<file path="config.mk">
export PLATFORM = sky130hd
export DESIGN_NAME = sec08_queues_rr_arb_queue
export DESIGN_NICKNAME = d
export VERILOG_FILES = /design/src/rtl/sec08_queues_arb_pkg.sv /design/src/rtl/sec08_queues_rr_arb_queue_vc_queue.sv /design/src/rtl/sec08_queues_rr_arb_queue.sv
export SDC_FILE = /design/constraint.sdc
export NUM_CORES = 1
export LEC_CHECK = 0
export BUFFER_PORTS_ARGS = -buffer_cell sky130_fd_sc_hd__buf_2
export CELL_PAD_IN_SITES_DETAIL_PLACEMENT = 1
export CELL_PAD_IN_SITES_GLOBAL_PLACEMENT = 1
export CORE_ASPECT_RATIO = 0.75
export CORE_MARGIN = 1.5
export CORE_UTILIZATION = 37
export DETAILED_ROUTE_END_ITERATION = 16
export PLACE_DENSITY_LB_ADDON = 0.1
export SYNTH_ARGS = -nofsm -noshare
export SYNTH_HDL_FRONTEND = slang
export SYNTH_SLANG_ARGS = --single-unit
export TNS_END_PERCENT = 1
</file>
<file path="constraint.sdc">
create_clock -name clk -period 5.8 [get_ports clk]
set_clock_uncertainty 0.05 [all_clocks]
set_input_delay 0.58 -clock clk [delete_from_list [all_inputs] [get_ports clk]]
set_output_delay 0.58 -clock clk [all_outputs]
set_load 0.02 [all_outputs]
</file>
<file path="src/rtl/sec08_queues_arb_pkg.sv">
// ---------------------------------------------------------------------------
// sec08_queues_arb_pkg
// Shared definitions for the round-robin arbitrated queue slice.
//   - idxWidth()       : width of a requester index for a given requester count
//   - STATS_CNT_W      : width of each per-requester grant statistics counter
//   - VC_QUEUE_*       : queue flavour selectors understood by vc_Queue
// No ports (package only).
// ---------------------------------------------------------------------------
package sec08_queues_arb_pkg;

  localparam int STATS_CNT_W = 16;

  localparam int VC_QUEUE_NORMAL = 0;
  localparam int VC_QUEUE_PIPE   = 1;
  localparam int VC_QUEUE_BYPASS = 2;

  // Index width never drops below one bit so that degenerate sizes still
  // produce a legal vector declaration.
  function automatic int idxWidth(input int n);
    return (n > 1) ? $clog2(n) : 1;
  endfunction

endpackage

</file>
<file path="src/rtl/sec08_queues_rr_arb_queue_vc_queue.sv">
// ---------------------------------------------------------------------------
// vc_Queue
// Circular-buffer val/rdy queue. With p_type containing VC_QUEUE_BYPASS an
// incoming message is visible on the dequeue side in the same cycle when the
// queue is empty, and a full queue accepts a new message in the same cycle
// that its head is dequeued.
// Ports:
//   clk, reset        : clock, synchronous active-high reset
//   enq_val_i/rdy_o   : enqueue handshake, enq_msg_i payload
//   deq_val_o/rdy_i   : dequeue handshake, deq_msg_o payload
// ---------------------------------------------------------------------------
module vc_Queue
  import sec08_queues_arb_pkg::*;
#(
  parameter int p_type      = VC_QUEUE_NORMAL,
  parameter int p_msg_nbits = 32,
  parameter int p_num_msgs  = 2
) (
  input  logic                   clk,
  input  logic                   reset,
  input  logic                   enq_val_i,
  output logic                   enq_rdy_o,
  input  logic [p_msg_nbits-1:0] enq_msg_i,
  output logic                   deq_val_o,
  input  logic                   deq_rdy_i,
  output logic [p_msg_nbits-1:0] deq_msg_o
);

  localparam int AW = (p_num_msgs > 1) ? $clog2(p_num_msgs) : 1;
  localparam int CW = $clog2(p_num_msgs + 1);
  localparam bit BYPASS = (p_type & VC_QUEUE_BYPASS) != 0;

  logic [p_msg_nbits-1:0] mem_q [p_num_msgs];
  logic [AW-1:0]          wrPtr_q, wrPtr_d;
  logic [AW-1:0]          rdPtr_q, rdPtr_d;
  logic [CW-1:0]          count_q, count_d;

  logic empty, full, doEnq, doDeq, passThru, store, pop;

  assign empty = (count_q == '0);
  assign full  = (count_q == CW'(p_num_msgs));

  // A full bypass queue can still take a message if the head leaves this
  // cycle; an empty bypass queue forwards the enqueue side straight through.
  assign enq_rdy_o = !full || (BYPASS && deq_rdy_i);
  assign deq_val_o = !empty || (BYPASS && enq_val_i);
  assign deq_msg_o = (BYPASS && empty) ? enq_msg_i : mem_q[rdPtr_q];

  assign doEnq    = enq_val_i && enq_rdy_o;
  assign doDeq    = deq_val_o && deq_rdy_i;
  assign passThru = BYPASS && empty && doEnq && doDeq;
  assign store    = doEnq && !passThru;
  assign pop      = doDeq && !passThru;

  // Next-state for the pointers and occupancy; a message that bypasses the
  // storage entirely leaves all of them untouched.
  always_comb begin
    wrPtr_d = wrPtr_q;
    rdPtr_d = rdPtr_q;
    if (store) begin
      wrPtr_d = (wrPtr_q == AW'(p_num_msgs - 1)) ? '0 : wrPtr_q + AW'(1);
    end
    if (pop) begin
      rdPtr_d = (rdPtr_q == AW'(p_num_msgs - 1)) ? '0 : rdPtr_q + AW'(1);
    end
    count_d = count_q + CW'(store) - CW'(pop);
  end

  // Control state is cleared on reset, which also discards anything stored.
  always_ff @(posedge clk) begin
    if (reset) begin
      wrPtr_q <= '0;
      rdPtr_q <= '0;
      count_q <= '0;
    end else begin
      wrPtr_q <= wrPtr_d;
      rdPtr_q <= rdPtr_d;
      count_q <= count_d;
    end
  end

  // Payload storage needs no reset; the occupancy count decides what is live.
  always_ff @(posedge clk) begin
    if (store) begin
      mem_q[wrPtr_q] <= enq_msg_i;
    end
  end

endmodule

</file>
<file path="src/rtl/sec08_queues_rr_arb_queue.sv">
// ---------------------------------------------------------------------------
// sec08_queues_rr_arb_queue
// Round-robin arbiter merging p_nreqs val/rdy requesters into one output
// stream through a shared bypass queue. Each output message carries the
// index of its source requester in the MSBs.
// Ports:
//   clk, reset   : clock, synchronous active-high reset
//   istream_*    : per-requester val/rdy/msg (requester i at msg[i*W +: W])
//   ostream_*    : merged output, msg = {src_idx, payload}
//   grant_count  : only with SEC08_QUEUES_RR_ARB_STATS_EN defined; one 16-bit
//                  saturating enqueue counter per requester
// Optional feature macro: SEC08_QUEUES_RR_ARB_STATS_EN
// ---------------------------------------------------------------------------
module sec08_queues_rr_arb_queue
  import sec08_queues_arb_pkg::*;
#(
  parameter int p_nreqs     = 4,
  parameter int p_msg_nbits = 32,
  parameter int p_num_msgs  = 1
) (
  input  logic                                         clk,
  input  logic                                         reset,
  input  logic [p_nreqs-1:0]                           istream_val,
  output logic [p_nreqs-1:0]                           istream_rdy,
  input  logic [p_nreqs*p_msg_nbits-1:0]               istream_msg,
  output logic                                         ostream_val,
  input  logic                                         ostream_rdy,
  output logic [idxWidth(p_nreqs)+p_msg_nbits-1:0]     ostream_msg
`ifdef SEC08_QUEUES_RR_ARB_STATS_EN
  ,
  output logic [p_nreqs*STATS_CNT_W-1:0]               grant_count
`endif
);

  localparam int IW = idxWidth(p_nreqs);
  localparam int OW = IW + p_msg_nbits;

  logic [IW-1:0]      prio_q, prio_d;
  logic [p_nreqs-1:0] grant;
  logic [IW-1:0]      grantIdx;
  logic [IW-1:0]      scanIdx;
  logic               found;

  logic          enqVal, enqRdy, deqVal, deqRdy;
  logic [OW-1:0] enqMsg;

  // Scan requesters starting at the priority pointer; index arithmetic wraps
  // naturally because p_nreqs is a power of two. Only the first valid
  // requester found is granted.
  always_comb begin
    grant    = '0;
    grantIdx = '0;
    found    = 1'b0;
    scanIdx  = '0;
    for (int k = 0; k < p_nreqs; k++) begin
      scanIdx = prio_q + IW'(k);
      if (!found && istream_val[scanIdx]) begin
        found           = 1'b1;
        grant[scanIdx]  = 1'b1;
        grantIdx        = scanIdx;
      end
    end
  end

  // Ready is only offered to the granted requester, and nobody sees ready
  // or output valid while reset is held.
  assign istream_rdy = reset ? '0 : (grant & {p_nreqs{enqRdy}});
  assign enqVal      = |(istream_val & istream_rdy);
  assign enqMsg      = {grantIdx, istream_msg[grantIdx*p_msg_nbits +: p_msg_nbits]};
  assign deqRdy      = ostream_rdy & ~reset;
  assign ostream_val = deqVal & ~reset;

  vc_Queue #(
    .p_type      (VC_QUEUE_BYPASS),
    .p_msg_nbits (OW),
    .p_num_msgs  (p_num_msgs)
  ) sharedQueue (
    .clk       (clk),
    .reset     (reset),
    .enq_val_i (enqVal),
    .enq_rdy_o (enqRdy),
    .enq_msg_i (enqMsg),
    .deq_val_o (deqVal),
    .deq_rdy_i (deqRdy),
    .deq_msg_o (ostream_msg)
  );

  // Priority moves just past the requester that actually enqueued; idle and
  // back-pressured cycles leave it where it is.
  always_comb begin
    prio_d = enqVal ? (grantIdx + IW'(1)) : prio_q;
  end

  always_ff @(posedge clk) begin
    if (reset) begin
      prio_q <= '0;
    end else begin
      prio_q <= prio_d;
    end
  end

`ifdef SEC08_QUEUES_RR_ARB_STATS_EN
  logic [STATS_CNT_W-1:0] grantCnt_q [p_nreqs];

  // One saturating counter per requester, bumped on that requester's enqueue.
  always_ff @(posedge clk) begin
    for (int i = 0; i < p_nreqs; i++) begin
      if (reset) begin
        grantCnt_q[i] <= '0;
      end else if (enqVal && grant[i] && (grantCnt_q[i] != '1)) begin
        grantCnt_q[i] <= grantCnt_q[i] + STATS_CNT_W'(1);
      end
    end
  end

  for (genvar g = 0; g < p_nreqs; g++) begin : g_statsOut
    assign grant_count[g*STATS_CNT_W +: STATS_CNT_W] = grantCnt_q[g];
  end
`endif

endmodule
</file>
### Yosys cells after proc, flatten, opt, wreduce, memory -nomap -nowiden

Memory sizes are Yosys's and may differ from the RTL's.
Cells that the tools add are included.

* register bits: 3
* latch bits: 0
* memory bits (writable): 34
* bits in read-only memories: 0
* bits of input ports: 135
* word-level logic and storage cells: 79
* memories kept: 1

* $add $sub $neg: 6
* multiply operators: 0
* divide/modulo/power cells: 0
* order comparisons: 8
* eq/ne operators: 0
* shift operators: 1
* muxes and demuxes: 31
* bitwise operators: 9
* reductions and logical operators: 21

Memory list
* sharedQueue.mem_q: depth 1, bits a word 34, read ports 1, clocked after Yosys merged registers in 0, wr ports 1, RTL line sec08_queues_rr_arb_queue_vc_queue.sv:33 `logic [p_msg_nbits-1:0] mem_q [p_num_msgs];`

Operators with widths (count)
* $shiftx A128 B8 Y32: 1
* $mux W34: 1
* $mux W4: 5
* $logic_and A1 B1 Y1: 13
* $mux W1: 13
* $lt A2 B3 Y1 const B: 4
* $or A4 B4 Y4: 3
* $and A4 B4 Y4: 2
* $bmux W1 S2: 4
* $demux W1 S2: 4
* $ge A2 B1 Y1 const B: 4
* $mux W2: 4
* $logic_not A1 Y1: 5
* $add A2 B1 Y2 const B: 2
* $add A2 B2 Y2 const B: 2
* $reduce_or A4 Y1: 1
* $and A1 B1 Y1: 2
* $logic_or A1 B1 Y1: 2
* $not A1 Y1: 2
* $add A1 B1 Y1: 1
* $sub A1 B1 Y1: 1

### Logic depth before layout (Yosys ltp)

* depth after elaboration: 23
* depth in mapped cells: 13

### By module

A second synthesis with hierarchy kept.

* cells, all modules: 348
* area, all modules: 3289.4 um^2

Modules (own cells, without submodules)
* sec08_queues_rr_arb_queue: instances 1, cells each 267, area an instance 1705.4 um^2
* vc_Queue: instances 1, cells each 81, area an instance 1584.0 um^2

### Worst setup path before layout

No wires, ideal clock.

* kind: register to output
* start point: register prio_q[0]
* end point: output ostream_msg[16]
* data arrival time: 3.183 ns
* slack: 1.987 ns
* cell stages (with the launch flop): 13
* path buffers: 4
* path through: dfxtp_1 buf_2 inv_1 ha_1 buf_2 nor2b_1 a32o_1 or2_1 buf_4 o211ai_1 clkbuf_1 a211oi_1 a211oi_1

* longest elaborated chain between the ends: 14

Ends and longest elaborated chain
* start: declaration: RTL line sec08_queues_rr_arb_queue.sv:38 `logic [IW-1:0] prio_q, prio_d;`
* start signal: assignment: RTL line sec08_queues_rr_arb_queue.sv:98 `prio_q <= prio_d;`
* parallel branches: the longest is 11 deep, another holds $add A2 B1 Y2
* $mux W2 *: RTL line sec08_queues_rr_arb_queue.sv:57 `if (!found && istream_val[scanIdx]) begin`
* $shiftx A128 B8 Y32 *: RTL line sec08_queues_rr_arb_queue.sv:69 `assign enqMsg = {grantIdx, istream_msg[grantIdx*p_msg_nbits +: p_msg_nbits]};`
* $mux W34 *: RTL line sec08_queues_rr_arb_queue_vc_queue.sv:47 `assign deq_msg_o = (BYPASS && empty) ? enq_msg_i : mem_q[rdPtr_q];`
* end: declaration: RTL line sec08_queues_rr_arb_queue.sv:28 `output logic [idxWidth(p_nreqs)+p_msg_nbits-1:0] ostream_msg`

Every way passes the cells marked *. The select of a mux whose other input is x is not followed.

### Final worst setup path

* start point: register prio_q[1]
* end point: output ostream_msg[21]

The elaborated chain is that of the path after synthesis.

==> impl_summary.txt <==
----------------------------------------------------
[Timing]
  Worst slew margin ... 36.0%
  Hold Violations, Final ... 0
  Unrepaired setup endpoints after global routing ... false
  Setup violation total in the final timing report ... 0
  Final Max Slew Viols ... 0
  Achievable Freq ... 192 MHz
  Final worst path period share ... 89.8%
  Post-layout minimum cycle time ... 5210 ps
  Worst slew pin tran ... 958 ps
  Post-route setup TNS ... 0 ps

[Yosys]
  Leading cell types by total area after synthesis ... sky130_fd_sc_hd__edfxtp_1 26%, sky130_fd_sc_hd__a211oi_1 19%, sky130_fd_sc_hd__mux2i_1 17%
  Portion of synthesized cell area occupied by the leading cell type ... 26.4%
  Count of flip-flops with a built-in enable after synthesis ... 34
  Dominant synthesized flop cell ... sky130_fd_sc_hd__edfxtp_1
  Fraction of registers with async set or reset after synthesis ... 0%
  Syn avg cell area ... 8.87 um2
  Number of cells produced by synthesis ... 436
  Number of nets produced by synthesis ... 579
  Register bit total from synthesis ... 37
  Post-synthesis instance area ... 0.00387 mm2
  Cell type with the largest total area after synthesis ... sky130_fd_sc_hd__edfxtp_1
  Count of synthesis-stage warnings from yosys ... 0
  Sequential share of the synthesized area ... 28.0%
  Number of different library cells in the post-synthesis netlist ... 47

[Floorplan]
  Starting utilization of the core area ... 37.9%
  Die area ... 0.0111 mm2
  Io pins ... 174
  Number of rows created at floorplan ... 32
  Vertical extent of the die ... 91.5 um
  Die width ... 121 um
  Core Box Area ... 0.0102 mm2

[Critical path]
  WP data arrival ... 4580 ps
  Critical Path Max Stage Delay ... 600 ps
  Crit path buffers/inverters ... 3
  Crit path capture ... ostream_msg[21]
  Worst reg-to-reg path cell count ... 9
  Stages on the worst setup path ... 10
  Register-to-Register Setup Slack ... 1490 ps
  Launch point of the worst reg-to-reg path ... prio_q[1]
  Startpoint-to-endpoint class of the critical path ... reg2out
  Startpoint kind of the worst setup timing path ... flop
  Crit path from ... prio_q[1]
  Data required time of the worst path ... 5170 ps
  Top delay family on crit path ... compound AO/OA/AOI/OAI gates
  Element type at the critical path end ... primary output
  Slowest cell on the critical path ... sky130_fd_sc_hd__dfxtp_1
  Cell occurring most often along the worst timing path ... sky130_fd_sc_hd__mux2i_1
  Critical Path Fanout Max ... 35
  Worst flop-to-flop path endpoint ... sharedQueue.mem_q[0][21]
  Sequence of cells on the critical path ... inv_1 > ha_1 > mux2i_1 > o21ai_0 > o2bb2ai_4 > a21o_4 > clkinv_4 > mux2i_1 > a211oi_1 > buf_2

[Detailed routing]
  Iteration count of the initial detailed-routing pass ... 4
  Total Wirelength ... 13.7 mm
  Wire per inst ... 19.1 um
  Drc violations ... 0
  Violation count after the first detailed-route iteration ... 214
  Antenna violation net count after detailed routing ... 0
  Via density per instance ... 5.82
  Via count ... 4172

[Clocking]
  Latest clock arrival within the worst-skew pair ... 290 ps
  Number of buffers inserted during clock tree synthesis ... 5
  Clk pin slew, worst setup/hold paths ... 60 ps
  Clock tree from TritonCTS ... yes
  # clock sinks ... 37
  H-tree lvl count ... 2
  Post-cts resize count ... 0
  Root Buffer ... sky130_fd_sc_hd__clkbuf_16
  Maximum buffer depth of the clock tree ... 2

[Global routing]
  Maximum number of pins on one net before global-route repair ... 67
  Global-route wire length before repair ... 21.1 mm
  Vias in the first global route ... 4172
  Total overflow reported by the global router ... 0
  Initial antenna violation count ... 1
  Global routing usage summed across all routing layers ... 23.8%

[Layout]
  Area occupied by multi-input gates ... 0.00242 mm2
  Antenna diode count ... 0
  Sequential cell area ... 0.00108 mm2
  Number of fill cells ... 1254
  Fraction of layout instances using a drive strength above 1 ... 35.5%
  Area growth syn-to-layout ... 27.0%
  Final Net Count ... 723

[Worst hold path]
  Type of the worst min-delay path ... in2reg
  Number of cells traversed by the worst hold path ... 2

[Placed design]
  Routability cong. ... 0.850
  Count of port buffers added during placement ... 173
  HPWL reported at the end of detailed placement ... 9.24 mm

[Pwr]
  Maximum resistive drop on vdd ... 0.000285 V
  Total design power ... 0.00322 W
  Total power per unit cell area ... 656 mW/mm2
  Cell leakage power ... 2.12 nW

[Status]
  Run status ... complete, no violations

[Run]
  Max_cap viols ... 0

----------------------------------------------------
==> worst min-delay path by stage <==
stage	from	end	slack [ps]
floorplan	sharedQueue.count_q	sharedQueue.count_q	590
global placement	sharedQueue.count_q	sharedQueue.count_q	730
detailed placement	sharedQueue.count_q	sharedQueue.count_q	740
CTS	reset	prio_q[0]	500
global route	reset	prio_q[0]	520
finish	reset	prio_q[0]	500
==> power by group <==
group	total (W)	switching [W]	internal, W
Sequential	0.000565	0.0000519	0.000513
Clock	0.000323	0.000119	0.000204
Combinational	0.00233	0.00153	0.000801
==> sequential cells by signal, indices dropped and copies added, names as in the netlist <==
name and count:
prio_q 2, sharedQueue.count_q 1, sharedQueue.mem_q 34
==> through the flow <==
stage          cell area [um2]  std cells  worst slack, ps  util (%)  hold WS [ps]
2_1_floorplan             3870        436             1990         -           587
3_3_place_gp              4730        708              804      46.3           729
3_5_place_dp              4730        708              685      46.3           744
4_1_cts                   4900        716              354      48.0           503
5_1_grt                   4910        717              270      48.1           516
6_report                  4910        717              590      48.1           499
==> cell usage in the layout (no fill, tap or decap), drive strengths merged, types with 2 or more instances in the layout <==
cell | netlist | layout
o211ai | 3 | 3
a2111o | 2 | 2
a31o | 2 | 2
nor3 | 4 | 4
mux4 | 3 | 3
a22oi | 3 | 3
a211oi | 98 | 98
buf | 25 | 178
dfxtp | 3 | 3
nand2 | 10 | 10
a21oi | 40 | 40
edfxtp | 34 | 34
ha | 8 | 8
clkinv | 1 | 2
o21ai | 5 | 5
nor2b | 6 | 6
or2 | 3 | 3
a21o | 3 | 4
mux2i | 66 | 66
clkbuf | 17 | 5
nor2 | 38 | 38
inv | 41 | 41
xnor2 | 2 | 2
nand3b | 3 | 3
==> cells in the mapped netlist (all sizes together), types with 2 or more instances <==
library cell	number
a2111o	2
clkbuf	17
a211oi	98
o211ai	3
a22oi	3
xnor2	2
ha	8
nor2	38
dfxtp	3
inv	41
edfxtp	34
mux2i	66
nor3	4
nand2	10
a21o	3
nand3b	3
o21ai	5
a31o	2
or2	3
a21oi	40
mux4	3
nor2b	6
buf	25
==> logic make-up (layout without fill, tap and decap cells) <==
group                    Yosys count  after routing  share of synthesized area [%]
XOR/XNOR                           2              2                          0.453
buffers and inverters             84            228                           10.6
multiplexers                      69             69                           18.8
AO/OA/AOI/OAI                    165            166                           30.7
AND/OR/NAND/NOR                   70             70                           8.67
adder cells (fa/ha/maj)            9              9                           2.85
flip-flops                        37             37                           28.0
==> final cells by class <==
type,count,area share [%]
repair buffers,178,18.4
clock inverters,3,0.943
well taps,136,3.46
clock buffers,5,2.55
multi-input cells,316,49.3
flip-flops and latches,37,22.0
inverters,42,3.31
==> layer usage <==
metal / vias up / part of all wire, % / GRT usage (%)
met5: - / 0.13 / 0
met4: 2 / 1.1 / 5.39
met3: 14 / 6.3 / 4.40
met2: 157 / 45 / 37.9
met1: 2043 / 48 / 33.5
li1: 1956 / - / -
==> repair_timing <==
action / CTS / global route
hold buffers: 0 / 0
setup endpoints to repair: 0 / 1
buffers inserted: 0 / 0
No activity file was read; power rests on OpenSTA's default activity.
